File: src/rtl/conv_input_loader.sv
// Packs a host word stream into input SRAM as image records, then starts the convolution engine.
// Optional LOADER_ROW_MASK_EN zeroes row-word bits at or above ncols.
module conv_input_loader #(
   parameter int unsigned          ADDR_W    = 12,
   parameter int unsigned          DATA_W    = 16,
   parameter logic [DATA_W-1:0]    TERM_WORD = 16'h00FF,
   parameter int unsigned          MIN_DIM   = 3,
   parameter int unsigned          MAX_DIM   = 16
) (
   input  logic              clk,
   input  logic              reset_b,
   input  logic              host_valid,
   input  logic [DATA_W-1:0] host_data,
   output logic              host_ready,
   output logic [ADDR_W-1:0] ldr_sram_write_address,
   output logic [DATA_W-1:0] ldr_sram_write_data,
   output logic              ldr_sram_write_enable,
   output logic              dut_run,
   input  logic              dut_busy,
   output logic              loader_done,
   output logic              err_dims,
   output logic              err_ovf
);

   localparam logic [2:0] S_NROWS   = 3'd0;
   localparam logic [2:0] S_NCOLS   = 3'd1;
   localparam logic [2:0] S_DATA    = 3'd2;
   localparam logic [2:0] S_START   = 3'd3;
   localparam logic [2:0] S_WAIT_HI = 3'd4;
   localparam logic [2:0] S_WAIT_LO = 3'd5;

   localparam logic [DATA_W-1:0] MIN_DIM_V = DATA_W'(MIN_DIM);
   localparam logic [DATA_W-1:0] MAX_DIM_V = DATA_W'(MAX_DIM);

   logic [2:0]        state_q, state_d;
   logic [ADDR_W-1:0] ptr_q, ptr_d;
   logic              full_q, full_d;
   logic              wr_en_q, wr_en_d;
   logic [DATA_W-1:0] wr_data_q, wr_data_d;
   logic [4:0]        nrows_q, nrows_d;
   logic [4:0]        row_cnt_q, row_cnt_d;
   logic              run_q, run_d;
   logic              done_q, done_d;
   logic              err_dims_q, err_dims_d;
   logic              err_ovf_q, err_ovf_d;

   logic              accepting;
   logic              exhausted;
   logic              accept;
   logic              dim_bad;
   logic [4:0]        row_cnt_inc;
   logic [DATA_W-1:0] row_word;

`ifdef LOADER_ROW_MASK_EN
   logic [DATA_W-1:0] ncols_q, ncols_d;
   logic [DATA_W-1:0] row_mask;

   always_comb begin
      row_mask = '0;
      for (int i = 0; i < DATA_W; i++) row_mask[i] = (ncols_q > DATA_W'(i));
   end

   assign row_word = host_data & row_mask;
`else
   assign row_word = host_data;
`endif

   assign accepting = (state_q == S_NROWS) || (state_q == S_NCOLS) || (state_q == S_DATA);
   // The next accepted word would land at ptr_q + wr_en_q; block it once that passes the top.
   assign exhausted   = full_q | (wr_en_q & (ptr_q == '1));
   assign host_ready  = reset_b & accepting & ~err_ovf_q & ~exhausted;
   assign accept      = host_valid & host_ready;
   assign dim_bad     = (host_data < MIN_DIM_V) || (host_data > MAX_DIM_V);
   assign row_cnt_inc = row_cnt_q + 5'd1;

   always_comb begin
      state_d    = state_q;
      ptr_d      = ptr_q;
      full_d     = full_q;
      wr_en_d    = accept;
      wr_data_d  = accept ? host_data : wr_data_q;
      nrows_d    = nrows_q;
      row_cnt_d  = row_cnt_q;
      run_d      = 1'b0;
      done_d     = done_q & ~accept;
      err_dims_d = err_dims_q;
      err_ovf_d  = err_ovf_q | (accepting & host_valid & exhausted);
`ifdef LOADER_ROW_MASK_EN
      ncols_d    = ncols_q;
`endif

      if (wr_en_q) begin
         if (ptr_q == '1) full_d = 1'b1;
         else             ptr_d  = ptr_q + 1'b1;
      end

      case (state_q)
         S_NROWS: begin
            if (accept) begin
               if (host_data == TERM_WORD) begin
                  state_d = S_START;
               end else begin
                  nrows_d = host_data[4:0];
                  if (dim_bad) err_dims_d = 1'b1;
                  state_d = S_NCOLS;
               end
            end
         end
         S_NCOLS: begin
            if (accept) begin
`ifdef LOADER_ROW_MASK_EN
               ncols_d = host_data;
`endif
               if (dim_bad) err_dims_d = 1'b1;
               row_cnt_d = '0;
               state_d   = S_DATA;
            end
         end
         S_DATA: begin
            if (accept) begin
               wr_data_d = row_word;
               row_cnt_d = row_cnt_inc;
               // 5-bit compare: nrows=0 wraps and consumes 32 rows.
               if (row_cnt_inc == nrows_q) state_d = S_NROWS;
            end
         end
         S_START: begin
            run_d   = 1'b1;
            state_d = S_WAIT_HI;
         end
         S_WAIT_HI: begin
            if (dut_busy) state_d = S_WAIT_LO;
         end
         S_WAIT_LO: begin
            if (!dut_busy) begin
               done_d  = 1'b1;
               ptr_d   = '0;
               full_d  = 1'b0;
               state_d = S_NROWS;
            end
         end
         default: state_d = S_NROWS;
      endcase
   end

   always_ff @(posedge clk or negedge reset_b) begin
      if (!reset_b) begin
         state_q    <= S_NROWS;
         ptr_q      <= '0;
         full_q     <= 1'b0;
         wr_en_q    <= 1'b0;
         wr_data_q  <= '0;
         nrows_q    <= '0;
         row_cnt_q  <= '0;
         run_q      <= 1'b0;
         done_q     <= 1'b0;
         err_dims_q <= 1'b0;
         err_ovf_q  <= 1'b0;
`ifdef LOADER_ROW_MASK_EN
         ncols_q    <= '0;
`endif
      end else begin
         state_q    <= state_d;
         ptr_q      <= ptr_d;
         full_q     <= full_d;
         wr_en_q    <= wr_en_d;
         wr_data_q  <= wr_data_d;
         nrows_q    <= nrows_d;
         row_cnt_q  <= row_cnt_d;
         run_q      <= run_d;
         done_q     <= done_d;
         err_dims_q <= err_dims_d;
         err_ovf_q  <= err_ovf_d;
`ifdef LOADER_ROW_MASK_EN
         ncols_q    <= ncols_d;
`endif
      end
   end

   assign ldr_sram_write_address = ptr_q;
   assign ldr_sram_write_data    = wr_data_q;
   assign ldr_sram_write_enable  = wr_en_q;
   assign dut_run                = run_q;
   assign loader_done            = done_q;
   assign err_dims               = err_dims_q;
   assign err_ovf                = err_ovf_q;

endmodule

File: config.mk
export PLATFORM = sky130hd
export DESIGN_NAME = conv_input_loader
export DESIGN_NICKNAME = d
export VERILOG_FILES = /design/src/rtl/conv_input_loader.sv
export SDC_FILE = /design/constraint.sdc
export NUM_CORES = 1
export LEC_CHECK = 0
export ABC_AREA = 1
export CAP_MARGIN = 10
export CELL_PAD_IN_SITES_DETAIL_PLACEMENT = 1
export CELL_PAD_IN_SITES_GLOBAL_PLACEMENT = 1
export CORE_MARGIN = 3
export CORE_UTILIZATION = 38
export CTS_BUF_LIST = sky130_fd_sc_hd__clkbuf_8
export DETAILED_ROUTE_END_ITERATION = 10
export HOLD_SLACK_MARGIN = 0.12
export PLACE_DENSITY_LB_ADDON = 0.05
export SLEW_MARGIN = 30
export SYNTH_ARGS = -nofsm -noshare
export SYNTH_HDL_FRONTEND = slang
export SYNTH_SLANG_ARGS = --single-unit
File: constraint.sdc
create_clock -name clk -period 2.3 [get_ports clk]
set_clock_uncertainty 0.2 [all_clocks]
set_input_delay 0.345 -clock clk [delete_from_list [all_inputs] [get_ports clk]]
set_output_delay 0.345 -clock clk [all_outputs]
set_load 0.01 [all_outputs]
==> out/results.tsv <==
metric	value	unit
H-tree depth	2	
Worst path slowest cell	dlygate4sd3_1	
antenna viol nets, final	0	
Clock Sinks	47	
Post-route DRC	0	
fin area	0.00313	mm2
Port-buffer cells	53	
Crit Path Category	in -> out	
crit path buf inv count	4	
die height	84.7	um
Post-DP Area	0.00299	mm2
row count	28	
initial antenna violation count	0	
fin util	52.5	%
Peak VDD IR	0.000337	V
vias in the first global route	2284	
via-per-instance ratio	4.92	
synthesis-stage register bit count	47	
x dimension of the die	84.7	um
Crit path largest cell delay	530	ps
share of cells above drive strength 1	10.4	%
max_cap viols	0	
CP required	1750	ps
via count	2120	
first-pass iteration count of the detailed router	4	
final worst path period share	96.4	%
Unique masters post-synth	33	
fin crit period	2220	ps
# setup viols final	0	
Yosys Warn Count	0	
starting density of the core	39.5	%
critical path's top delay family	buffers and inverters	
total power	0.00180	W
startpoint types	input port	
Overflow after GRT	0	
status	finished, final reports clean	
gpl congestion	0.792	
n_diodes	0	
Core ar.	0.00596	mm2
CTS Root Cell	clkbuf_8	
Syn Inst Count	289	
power per standard cell area	576	mW/mm2
Avg Cell Area, Syn	8.13	um2
Clock Tree Buf Depth	2	
dpl hpwl	4490	um
first-pass GRT wire length	10700	um
worst-path cell chain	dlygate4sd3_1, buf_2, nand2_1, nor2_4, nand3_2, inv_1, dlygate4sd2_1	
Die ar.	0.00717	mm2
Starting DRT DRC Count	96	
Seq/Total Area, Yosys	50.0	%
final count of hold timing violations	0	
drt wl/cell	14.0	um
Total Nets Final	377	
WL final	6020	um
clock slew at reported path FFs	90	ps
Mapped Nets	311	
Max Freq	451	MHz
prevailing post-synth register cell	dfrtp_1	
RSZ-0062 raised after global routing	no	
fillcell total	748	
CTS tree	built	
setup TNS	0	ps
Worst-Skew Late Latency	310	ps
largest net degree at the start of global routing	48	
WP data arrival	1670	ps
slew margin rel.	58.9	%
Final Slew Violations	0	
Max FO, Critical Path	2	
asr flop ratio synth	100	%
Layout area overhead	33.0	%
synthesized area	0.00235	mm2
Post-synth EDFFs	0	
Num CTS Buffers	5	
hold crit path type	reg -> reg	
Slew @ Worst Pin	616	ps
Ports	54	
Setup crit end kind	primary output	
GRT Util Overall	18.3	%
Hold Slack	267	ps
cell leakage power	1.49	nW
[what timing repair did]
action                     CTS  global route
hold buffers                 1             0
gates cloned                 0             0
pin swaps                    1             1
resized for setup            2             3
buffers inserted             2             1
hold endpoints to repair    47             0
setup endpoints to repair    1             1
[metrics by stage]
step	cells	setup WS, ps
2_1_floorplan	289	495
3_3_place_gp	419	133
3_5_place_dp	419	102
4_1_cts	430	16.2
5_1_grt	431	6.32
6_report	431	83.3
[synthesized netlist by cell type (all sizes together) (3+ instances only)]
cell type | instances | share of area, %
dfrtp | 47 | 50
nor2 | 30 | 5.4
xor2 | 3 | 1.1
nand3 | 20 | 4.5
nand2 | 80 | 14
o22ai | 3 | 0.80
buf | 3 | 0.75
nor3 | 6 | 2.0
a21oi | 5 | 1.2
nand4 | 8 | 3.4
inv | 43 | 7.1
o21ai | 30 | 6.4
[metal layers]
metal / GRT usage, % / up-vias / part of all wire (%)
li1: - / 1055 / -
met1: 22.6 / 1020 / 44
met2: 32.3 / 37 / 51
met3: 3.43 / 8 / 3.3
met4: 5.61 / 0 / 1.5
met5: 0 / - / 0
[power breakdown]
| part | switching, W | internal (W) |
|---|---|---|
| clock network | 0.000289 | 0.000209 |
| logic | 0.000190 | 0.000168 |
| registers | 0.0000629 | 0.000883 |
| total | 0.000542 | 0.00126 |
[cell families after synthesis]
family                     after synthesis  share of synthesized area [%]
and+or+nand+nor                        146                           29.3
DFF                                     47                           50.0
buffers and inverters                   46                           7.82
AOI/OAI and AO/OA                       43                           9.90
xor gates and xnor gates                 5                           1.86
adders and majority gates                2                           1.06
[cell usage in the layout, fill, tap and decap left out, types with 4 or more instances in the layout]
master            n
a21oi_1           4
buf_4             8
clkbuf_8          5
clkdlybuf4s50_1  51
dfrtp_1          47
inv_1            41
nand2_1          75
nand2_2           4
nand3_1          18
nand4_1           6
nor2_1           26
nor3_1            4
o21ai_0          29
[worst paths after layout]
kind / start / to / cells after the start / slack (ps)
max in group asynchronous: reset_b / asynchronous set/reset pin / 3 / 950
min reg2reg: err_dims / err_dims / 1 / 270
min in group asynchronous: reset_b / ldr_sram_write_address[3] / 3 / 530
min: err_dims / err_dims / 1 / 270
max reg2reg: ldr_sram_write_address[0] / flop / 9 / 330
max: reset_b / host_ready / 7 / 80
[final cells by class]
class / count / area [um2] / area share (%)
Timing Repair Buffer: 62 / 594 / 19.0
Clock buffer: 5 / 68.8 / 2.20
Multi-Input combinational cell: 196 / 1010 / 32.4
Tap cell: 75 / 93.8 / 3.00
Inverter: 43 / 166 / 5.32
Clock inverter: 3 / 15.0 / 0.480
Sequential cell: 47 / 1180 / 37.6
No activity file was read; power rests on OpenSTA's default activity.
